--- src/rtl/commit_unit.sv ---
// commit_unit: ROB retire stage; writes regfile, issues stores, redirects and flushes on mispredict.
// Optional COMMIT_PERF_CNT_EN adds commitCount/mispredictCount outputs.
module commit_unit #(
  parameter int ROB          = 2,
  parameter int WIDTH        = 31,
  parameter int FLUSH_CYCLES = 2
) (
  input  logic             clk,
  input  logic             reset,
  input  logic             headValid,
  input  logic [WIDTH:0]   headResult,
  input  logic [WIDTH+4:0] headInfo,
  input  logic [ROB:0]     headTag,
  output logic             headPop,
  output logic             regWrEn,
  output logic [4:0]       regWrAddr,
  output logic [WIDTH:0]   regWrData,
  output logic [ROB:0]     regWrTag,
  output logic             memReq,
  output logic [WIDTH:0]   memAddr,
  output logic [WIDTH:0]   memData,
  input  logic             memAck,
  output logic             redirectValid,
  output logic [WIDTH:0]   redirectPC,
  output logic             bpuUpdate,
  output logic             bpuMispredict,
  output logic             flush
`ifdef COMMIT_PERF_CNT_EN
  ,
  output logic [31:0]      commitCount,
  output logic [31:0]      mispredictCount
`endif
);
  typedef enum logic [1:0] {IDLE, STORE_WAIT, FLUSH} state_t;
  state_t state;
  logic [2:0] cnt;
  logic rw, mw, ctl, link, mis, take;
  logic [WIDTH:0] dest;
  always_comb begin
    rw   = headInfo[WIDTH+4];
    mw   = headInfo[WIDTH+3];
    ctl  = headInfo[WIDTH+2] | headInfo[WIDTH+1];
    dest = headInfo[WIDTH:0];
    mis  = ctl && (headResult != dest);
    take = (state == IDLE) && headValid && !mw;
    // only plain register ops and jump-and-link write rd; r0 is never written
    link = rw && (headInfo[4:0] != 5'd0) && (!ctl || headInfo[WIDTH+1]);
  end
  always_ff @(posedge clk or negedge reset) begin
    if (!reset) begin
      state         <= IDLE;
      cnt           <= 3'd0;
      headPop       <= 1'b0;
      regWrEn       <= 1'b0;
      regWrAddr     <= 5'd0;
      regWrData     <= '0;
      regWrTag      <= '0;
      memReq        <= 1'b0;
      memAddr       <= '0;
      memData       <= '0;
      redirectValid <= 1'b0;
      redirectPC    <= '0;
      bpuUpdate     <= 1'b0;
      bpuMispredict <= 1'b0;
      flush         <= 1'b0;
    end else begin
      headPop       <= 1'b0;
      regWrEn       <= 1'b0;
      redirectValid <= 1'b0;
      bpuUpdate     <= 1'b0;
      bpuMispredict <= 1'b0;
      case (state)
        IDLE: begin
          if (headValid && mw) begin
            memReq  <= 1'b1;
            memAddr <= dest;
            memData <= headResult;
            state   <= STORE_WAIT;
          end
          if (take) begin
            headPop       <= 1'b1;
            bpuUpdate     <= ctl;
            bpuMispredict <= mis;
            regWrEn       <= link;
            if (link) begin
              regWrAddr <= headInfo[4:0];
              regWrData <= headResult;
              regWrTag  <= headTag;
            end
            if (mis) begin
              redirectValid <= 1'b1;
              redirectPC    <= headResult;
              flush         <= 1'b1;
              cnt           <= 3'(FLUSH_CYCLES);
              state         <= FLUSH;
            end
          end
        end
        STORE_WAIT: begin
          if (memAck) begin
            memReq  <= 1'b0;
            headPop <= 1'b1;
            state   <= IDLE;
          end
        end
        FLUSH: begin
          if (cnt != 3'd0) begin
            cnt <= cnt - 3'd1;
          end else begin
            flush <= 1'b0;
            state <= IDLE;
          end
        end
        default: state <= IDLE;
      endcase
    end
  end
`ifdef COMMIT_PERF_CNT_EN
  logic pop_now, mis_now;
  always_comb begin
    pop_now = take || ((state == STORE_WAIT) && memAck);
    mis_now = take && mis;
  end
  always_ff @(posedge clk or negedge reset) begin
    if (!reset) begin
      commitCount     <= 32'd0;
      mispredictCount <= 32'd0;
    end else begin
      commitCount     <= commitCount + 32'(pop_now);
      mispredictCount <= mispredictCount + 32'(mis_now);
    end
  end
`endif
endmodule

--- config.mk ---
export PLATFORM = sky130hd
export DESIGN_NAME = commit_unit
export DESIGN_NICKNAME = d
export VERILOG_FILES = /design/src/rtl/commit_unit.sv
export SDC_FILE = /design/constraint.sdc
export NUM_CORES = 1
export LEC_CHECK = 0
export CAP_MARGIN = 20
export CORE_UTILIZATION = 45
export CTS_BUF_LIST = sky130_fd_sc_hd__clkbuf_4 sky130_fd_sc_hd__clkbuf_8
export DETAILED_ROUTE_END_ITERATION = 8
export PLACE_DENSITY = 0.89
export SLEW_MARGIN = 20
export SYNTH_ARGS = -nofsm -noshare
export SYNTH_HDL_FRONTEND = slang
export SYNTH_SLANG_ARGS = --single-unit
--- constraint.sdc ---
create_clock -name clk -period 2.7 [get_ports clk]
set_clock_uncertainty 0.05 [all_clocks]
set_input_delay 0.675 -clock clk [delete_from_list [all_inputs] [get_ports clk]]
set_output_delay 0.675 -clock clk [all_outputs]
set_load 0.02 [all_outputs]
==> results of run 1 <==
## power groups by stage
stage / combinational, W / sequential (W) / clock (W)
floorplan: 0.00128 / 0.00517 / 0
global placement: 0.00527 / 0.00386 / 0
detailed placement: 0.00542 / 0.00396 / 0
CTS: 0.00544 / 0.00393 / 0.00175
global route: 0.00565 / 0.00405 / 0.00185
finish: 0.00538 / 0.00393 / 0.00172
## path summary, 6_finish.rpt
check,start,endpoint,slack (ps)
min,reset,memAddr[31],160
min reg2reg,memAddr[23],memAddr[23],460
max,headResult[24],redirectPC[20],180
max reg2reg,state[1],regWrData[10],530
max in group asynchronous,reset,memAddr[13],1770
min in group clk,memAddr[23],memAddr[23],460
## synthesized netlist by cell type
library cell	n	area share (%)
sky130_fd_sc_hd__nor2b_1	1	0.11
sky130_fd_sc_hd__nand2_1	7	0.44
sky130_fd_sc_hd__nor4_2	1	0.21
sky130_fd_sc_hd__or3_1	1	0.11
sky130_fd_sc_hd__dfrtp_1	147	62
sky130_fd_sc_hd__nor4_1	7	0.74
sky130_fd_sc_hd__nor2_2	1	0.11
sky130_fd_sc_hd__buf_8	2	0.51
sky130_fd_sc_hd__buf_4	1	0.13
sky130_fd_sc_hd__nor4bb_1	1	0.17
sky130_fd_sc_hd__a21o_1	1	0.13
sky130_fd_sc_hd__nor4b_1	1	0.15
sky130_fd_sc_hd__nand3b_1	1	0.13
sky130_fd_sc_hd__o21ai_2	1	0.15
sky130_fd_sc_hd__a21oi_1	1	0.085
sky130_fd_sc_hd__or2_2	1	0.11
sky130_fd_sc_hd__clkbuf_1	2	0.13
sky130_fd_sc_hd__o21a_1	1	0.13
sky130_fd_sc_hd__nand3_1	1	0.085
sky130_fd_sc_hd__o21ai_0	3	0.25
sky130_fd_sc_hd__inv_1	4	0.25
sky130_fd_sc_hd__o211ai_1	1	0.13
sky130_fd_sc_hd__mux2_2	133	25
sky130_fd_sc_hd__nand4_1	2	0.21
sky130_fd_sc_hd__mux2_1	3	0.57
sky130_fd_sc_hd__buf_6	5	0.95
sky130_fd_sc_hd__buf_2	5	0.42
sky130_fd_sc_hd__o21ai_4	1	0.28
sky130_fd_sc_hd__or4_1	1	0.13
sky130_fd_sc_hd__nand2b_1	3	0.32
sky130_fd_sc_hd__ha_1	2	0.42
sky130_fd_sc_hd__xor2_1	32	4.7
sky130_fd_sc_hd__nor3b_1	1	0.13
## through the flow
stage | hold WS, ps | setup WS, ps
after floorplan | 329.4 | 454.9
after global placement | 416.3 | -287.3
after detailed placement | 437.5 | -302.0
after CTS | 167.0 | 172.6
after global routing | 198.9 | 111.3
final | 164.2 | 181.5
## sequential cells by signal, indices dropped and copies added (netlist names), 2 cells and up
| signal | cells |
|---|---|
| memAddr | 32 |
| memData | 32 |
| redirectPC | 32 |
| regWrData | 32 |
| regWrAddr | 5 |
| cnt | 3 |
| regWrTag | 3 |
| state | 2 |
## layer usage
layer / routed length, µm / track usage (%) / part of all wire (%)
met3: 1104 / 7.525 / 6.8
met5: 0 / 0 / 0
met1: 6322 / 28.90 / 39
met4: 472 / 10.89 / 2.9
met2: 8293 / 42.88 / 51
## kinds of logic (layout without fill, tap and decap cells)
logic type / Yosys count / count (layout) / synth area share, %
AO/OA/AOI/OAI: 9 / 9 / 1.143
XOR/XNOR: 32 / 32 / 4.743
adder cells (fa/ha/maj): 2 / 2 / 0.4234
buffers and inverters: 19 / 294 / 2.392
flip-flops: 147 / 147 / 62.25
multiplexers: 136 / 136 / 25.92
AND/OR/NAND/NOR: 30 / 30 / 3.134
## worst max-delay path: stages
cell                              delay [ps]
sky130_fd_sc_hd__clkdlybuf4s50_1         440
sky130_fd_sc_hd__xor2_1                  200
sky130_fd_sc_hd__nor4_1                  420
sky130_fd_sc_hd__nand4_1                 240
sky130_fd_sc_hd__o21ai_4                 230
sky130_fd_sc_hd__buf_12                  220
sky130_fd_sc_hd__mux2_2                  360
## layout by cell type (no fill, tap or decap), types with 2 or more instances in the layout
cell,count
sky130_fd_sc_hd__clkdlybuf4s50_1,216
sky130_fd_sc_hd__dfrtp_1,147
sky130_fd_sc_hd__mux2_2,133
sky130_fd_sc_hd__buf_4,34
sky130_fd_sc_hd__xor2_1,32
sky130_fd_sc_hd__clkbuf_8,21
sky130_fd_sc_hd__nor4_1,7
sky130_fd_sc_hd__nand2_1,7
sky130_fd_sc_hd__buf_12,7
sky130_fd_sc_hd__clkinv_2,6
sky130_fd_sc_hd__inv_1,4
sky130_fd_sc_hd__o21ai_0,3
sky130_fd_sc_hd__nand2b_1,3
sky130_fd_sc_hd__mux2_1,3
sky130_fd_sc_hd__nand4_1,2
sky130_fd_sc_hd__ha_1,2
sky130_fd_sc_hd__bufinv_16,2
sky130_fd_sc_hd__clkinvlp_4,2
## layout make-up
cell class,instances,share of cell area (%)
sequential,147,40.92
tap,172,2.394
inverter,4,0.1670
multi-input combinational,209,23.47
clock inverter,10,1.169
clock buffer,22,3.299
timing repair buffer,258,28.58
==> results by stage, run 1 <==
GRT:
- The via count of the first global-routing pass is 4531.
- The maximum number of pins on one net before global-route repair is 64.
- Global routing consumed, over all layers together, 24.95% of the routing resources.
- Summed over all layers, the global routing overflow is 0.
- The first global-routing pass estimated 24.51 mm of wire.
- The number of antenna violations at the first check in global routing is 0.

Pwr:
- In this run the power spent charging and discharging nets is 0.003957 W.
- The maximum vdd drop is 0.6316 mV.
- The cell-internal power is 0.007068 W.
- In this run, the clock network consumes 15.6% of the power.
- The completed layout was analyzed and its total power is 0.01103 W.
- Power spread over the standard cell area amounts to 1227 mW/mm².
- The analysis attributes to cell leakage a power of 3.814 nW.
- Combinational logic burns 48.8% of the power.
- The fraction of power spent switching nets is 35.89%.
- The share of total power dissipated in sequential elements is 35.6%.

Layout:
- The multi-input combinational cells in the finished layout cover a total of 0.002110 mm².
- The finished layout holds 822 standard cells, fillers aside.
- The total of fill cells in the finished design is 927.
- After the last flow step, the layout net total stands at 714.
- The final core utilization is 70.65%.
- The area added between synthesis and finish is 52.11%.
- The storage element area is 0.003679 mm².
- The number of diodes added for antenna fixing is 0.
- The finished cells cover 0.008989 mm².
- Of the cells placed in the final design, the portion with a size suffix greater than 1 is 32.77%.

Setup path:
- The capturing element type of the critical path is a register.
- The arrival time at the worst endpoint is 2800 ps.
- STA classifies the critical path startpoint as a primary input.
- In this run the worst path has a maximum fanout of 25.
- The required time at the endpoint of the critical path is 2980 ps.
- The number of cells on the worst reg-to-reg path is 7.
- The worst setup path is of the in2reg kind.

Clock tree:
- TritonCTS built the clock tree.
- In this run the deepest clock path goes through 2 buffers.
- The clock slew at the register clock pins of the worst setup and hold paths is 80 ps.
- After clock tree synthesis, the repair step resized 0 gates.
- The post-CTS setup repair buffer count is 0.
- The total clock buffers created by CTS is 17.
- The insertion delay of the later-clocked pin in the worst-skew pair is 450 ps.
- The number of H-tree branching levels is 4.
- The buffer type at the clock tree root is sky130_fd_sc_hd__clkbuf_8.
- The count of hold buffers inserted by post-cts repair is 0.
- The TritonCTS sink count is 147.

Yosys:
- The flip-flop and latch count after synthesis is 147.
- In this run the mean area of a mapped cell was 15.76 µm².
- The post-synthesis sequential area ratio is 62.25%.
- Counting every net in the synthesized netlist gives 452.
- The count of mapped cells out of synthesis is 375.
- The cell area that synthesis handed to floorplanning was 0.005909 mm².
- The number of warning messages in the yosys log is 0.
- The number of different library cells in the post-synthesis netlist is 33.

Floorplan:
- The die height is 116.6 µm.
- The floorplan has 41 rows.
- For this configuration, the core starts out at a cell density of 46.45%.
- The floorplan step defined a die boundary enclosing 0.01359 mm².
- 218 I/O pins were placed.
- In this run the standard cell core region covers 0.01272 mm².
- The x dimension of the die is 116.6 µm.

STA:
- In the final timing run, aggregate negative setup slack is 0 ps.
- Setup repair after global routing left no endpoint under its margin.
- The count of pins over their slew limit is 0.
- The relative slew slack is 59.86%.
- At the pin with the least slew margin, the transition time is 602.1 ps.
- Setup violations remaining at the end of the flow were counted as 0.
- Derived from the worst setup path, the maximum achievable clock frequency is 0.3971 GHz.
- The clock period minus final worst setup slack is 2518 ps.
- The final critical-path share of the clock period is 93.28%.
- The number of hold violations in the final report is 0.

Route:
- The average detailed-routed wire length per instance is 19.70 µm.
- The iteration-0 DRC count of the detailed router is 144.
- The total via count in the routed design is 4160.
- After detailed routing, the number of vias per cell comes to 5.061.
- The number of detailed-route iterations in the first pass is 4.
- The routed design has 16.19 mm of wire.
- The DRC violation count after routing is 0.
- Once detail routing completed, the nets flagged for antenna violations numbered 0.

Placement:
- The number of buffer cells added on primary ports is 217.
- Including well taps, the total number of placed cells is 790.
- The final weighted congestion of routability-driven global placement is 0.8369.
- The final HPWL from detailed placement is 12.35 mm.
- The post-detailed-placement cell area is 0.008587 mm².

Flow run:
- The number of violations of the max-capacitance limit is 0.

Outcome:
- The flow ran to the end, and the final reports show no timing, DRC or antenna violations.

Min path:
- The type of the most critical hold path is in2async.
No activity file was read; power rests on OpenSTA's default activity.
==> run 2: changes to the inputs <==
--- a/config.mk
+++ b/config.mk
@@ -6,10 +6,14 @@
 export NUM_CORES = 1
 export LEC_CHECK = 0
 export CAP_MARGIN = 20
-export CORE_UTILIZATION = 45
+export CELL_PAD_IN_SITES_DETAIL_PLACEMENT = 1
+export CELL_PAD_IN_SITES_GLOBAL_PLACEMENT = 1
+export CORE_MARGIN = 3
+export CORE_UTILIZATION = 37
 export CTS_BUF_LIST = sky130_fd_sc_hd__clkbuf_4 sky130_fd_sc_hd__clkbuf_8
 export DETAILED_ROUTE_END_ITERATION = 8
-export PLACE_DENSITY = 0.89
+export HOLD_SLACK_MARGIN = 0.12
+export PLACE_DENSITY = 0.91
 export SLEW_MARGIN = 20
 export SYNTH_ARGS = -nofsm -noshare
 export SYNTH_HDL_FRONTEND = slang
==> run 2 against run 1 <==
Net effect: utilization fell by 11 points; non-clock buffer count rose by 11; sequential power rose by 1%; clock power rose by 8%; global-route usage fell by 2.2 points; largest power group unchanged; cell area rose by 1.9%; final cell count rose by 6.1%; sequential share of layout area fell by 0.78 points; clock-buffer cell count fell by 1; via count fell by 0.31%; combinational power rose by 2%.
==> results by stage, run 2 (synthesis gave the netlist of run 1 again) <==
Setup path:
- STA classifies the critical path startpoint as a primary input.
- The depth of the most critical reg-to-reg path was 7 (unchanged).
- The worst register-to-register path begins at state[1].
- The endpoint identified for the worst register-to-register timing path is regWrData[14].
- The setup slack of the most critical reg-to-reg path is 560 ps (+30 ps).
- The arrival time at the worst endpoint came to 2810 ps (about the same).
- The required time at the endpoint of the critical path is 3000 ps (+20 ps).
- The capturing element type of the critical path is a register.
- The largest fanout on the critical path was 20 (-20%).
- The critical path is of the in2reg type.

Placement:
- The final weighted congestion of routability-driven global placement is 0.8185 (-2.2%).
- The post-placement setup slack came to -300.3 ps (+1.668 ps).
- The count of placed standard cells including taps is 839 (+6.2%).
- The number of buffer cells added on primary ports is 217 (unchanged).
- The final HPWL from detailed placement is 14.72 mm (+19%).

Floorplan:
- The x dimension of the die is 132.4 µm (+14%).
- The die area is 0.01752 mm² (+29%).
- The initial standard-cell utilization of the core is 38.30% (-8.1 points).
- The die height was 132.4 µm (+14%).
- The number of top-level pins was 218 (unchanged).
- The row count was 45 (+9.8%).
- The total core area is 0.01543 mm² (+21%).

Pwr:
- The maximum vdd drop is 0.7207 mV (+14%).
- The power density of the placed cells is 1236 mW/mm² (+0.77%).
- The leakage power is 3.887 nW (+1.9%).

Route:
- The residual antenna-violating net count after detailed routing is 0 (unchanged).
- The routed wire length came to 19.28 mm (+19%).
- The total via count in the routed design is 4147 (-0.31%).
- The average detailed-routed wire length per instance came to 22.11 µm (+12%).
- The iteration-0 DRC count of the detailed router is 99 (-31%).
- The via density per instance is 4.756 (-6.0%).
- The number of detailed-route iterations in the first pass is 4 (unchanged).
- The DRC violation count after routing came to 0 (unchanged).

Min path:
- In this run the worst hold path is classified as reg2reg.
- The hold-critical path endpoint is memReq.
- The worst hold path begins at memReq.
- The number of cells on the worst hold path is 1.

Layout:
- Leaving out fill and tap cells, the most frequent cells in the layout are 216 x sky130_fd_sc_hd__clkdlybuf4s50_1, 147 x sky130_fd_sc_hd__dfrtp_1, 133 x sky130_fd_sc_hd__mux2_2.
- The layout cell share with drive strength beyond 1 is 34.04% (+1.3 points).
- The total number of nets in the final design came to 725 (+1.5%).
- The total of fill cells in the finished design was 1505 (+62%).
- The commonest non-fill, non-tap cell in the layout is sky130_fd_sc_hd__clkdlybuf4s50_1.
- The number of diodes added for antenna fixing is 0 (unchanged).
- The filler-free cell count of the finished design came to 872 (+6.1%).
- From synthesis to final layout, the design area changed by 55.05%.

Clock tree:
- The TritonCTS sink count is 147 (unchanged).
- The clock slew at the register clock pins of the worst setup and hold paths is 70 ps (about the same).
- The number of H-tree branching levels is 4 (unchanged).
- The total clock buffers created by CTS is 17 (unchanged).
- The clock tree buffer depth came to 2 (unchanged).
- The insertion delay of the later-clocked pin in the worst-skew pair is 440 ps (about the same).
- Clock tree synthesis selected as its root buffer the cell sky130_fd_sc_hd__clkbuf_8.
- The clock tree from TritonCTS is built.

GRT:
- The wire length of the first global-routing pass came to 30.26 mm (+23%).
- The total global-route track usage was 22.73% (-2.2 points).
- The number of antenna violations at the first check in global routing is 0 (unchanged).
- The via count of the first global-routing pass is 5031 (+11%).
- The remaining global-route overflow is 0 (unchanged).
- The maximum number of pins on one net before global-route repair came to 65 (+1.6%).

Flow run:
- The number of violations of the max-capacitance limit is 0 (unchanged).

STA:
- The count of pins over their slew limit is 0 (unchanged).
- The number of hold violations in the final report is 0 (unchanged).
- Setup repair after global routing left no endpoint under its margin.
- The clock period minus final worst setup slack is 2512 ps (-6.686 ps).
- The final critical-path setup slack is 188.2 ps (+6.686 ps).
- The maximum achievable frequency is 0.3981 GHz (+0.27%).
- The relative slew slack is 65.94% (+6.1 points).
- The transition time at the pin with the least slew margin came to 510.9 ps (-91.19 ps).
- The setup violation total in the final timing report is 0 (unchanged).
- The final critical-path share of the clock period is 93.03% (-0.25 points).

Outcome:
- The run finished with clean final reports.
==> run 2: cell count changes in the layout (fill, tap and decap cells not counted), sizes merged <==
cell / delta
buf: +10
bufinv: +2
clkinvlp: -2
clkbuf: -1
clkinv: +1
dlygate4sd3: +1
==> run 2: worst max path at each step <==
stage | start | end | slack, ps | depth (start not counted)
after global placement | headResult[2] | redirectPC[30] | -340 | 8
final | headResult[29] | cnt[2] | 190 | 9
after floorplan | headInfo[26] | redirectPC[25] | 450 | 6
after CTS | headResult[2] | cnt[2] | 110 | 10
after global routing | headResult[24] | cnt[2] | 40 | 10
after detailed placement | headResult[16] | redirectPC[30] | -300 | 7
==> run 2: what timing repair did <==
item,4_1_cts,5_1_grt
setup endpoints to repair,0,1
hold endpoints to repair,1,0
setup buffers,0,0
gates resized for setup,0,2
hold buffers,1,0
==> run 2: stage by stage <==
step	cell area (µm²)	hold WS (ps)	utilization, %	setup TNS [ps]	power, W
2_1_floorplan	5909	329.4	-	0	0.006449
3_3_place_gp	8711	409.9	56.46	-12160	0.009206
3_5_place_dp	8711	424.7	56.46	-11370	0.009546
4_1_cts	9150	442.4	59.31	0	0.01149
5_1_grt	9163	444.6	59.39	0	0.01190
6_report	9163	442.8	59.39	0	0.01133
==> run 2: layout make-up <==
| cell class | instances | area [µm²] | share of cell area, % |
|---|---|---|---|
| sequential | 147 | 3679 | 40.15 |
| timing repair buffer | 269 | 2654 | 28.96 |
| multi-input combinational | 209 | 2122 | 23.16 |
| clock buffer | 21 | 270.3 | 2.950 |
| tap | 211 | 264.0 | 2.881 |
| clock inverter | 11 | 158.9 | 1.734 |
| inverter | 4 | 15.01 | 0.1639 |
==> run 2: where the power goes <==
group	internal [W]	switching, W	leakage, nW
registers	0.00330	0.000675	1.75
clock network	0.00105	0.000801	0.227
logic	0.00287	0.00263	1.91
==> run 2: layer usage <==
layer | part of all wire [%] | wire length [µm] | vias to the layer above | global-route usage, %
met5 | 0 | 0 | - | 0
met4 | 1.6 | 314 | 0 | 7.275
met3 | 5.6 | 1089 | 23 | 6.565
met2 | 55 | 10610 | 143 | 42.80
met1 | 38 | 7263 | 2118 | 24.37
li1 | - | - | 1863 | -
==> run 2: critical path, cell delays in order <==
cell                              delay (ps)
sky130_fd_sc_hd__clkdlybuf4s50_1         480
sky130_fd_sc_hd__xor2_1                  200
sky130_fd_sc_hd__nor4_1                  390
sky130_fd_sc_hd__nand4_1                 210
sky130_fd_sc_hd__o21ai_4                 240
sky130_fd_sc_hd__buf_12                  210
sky130_fd_sc_hd__buf_4                   150
sky130_fd_sc_hd__inv_1                    70
sky130_fd_sc_hd__a21oi_1                 170
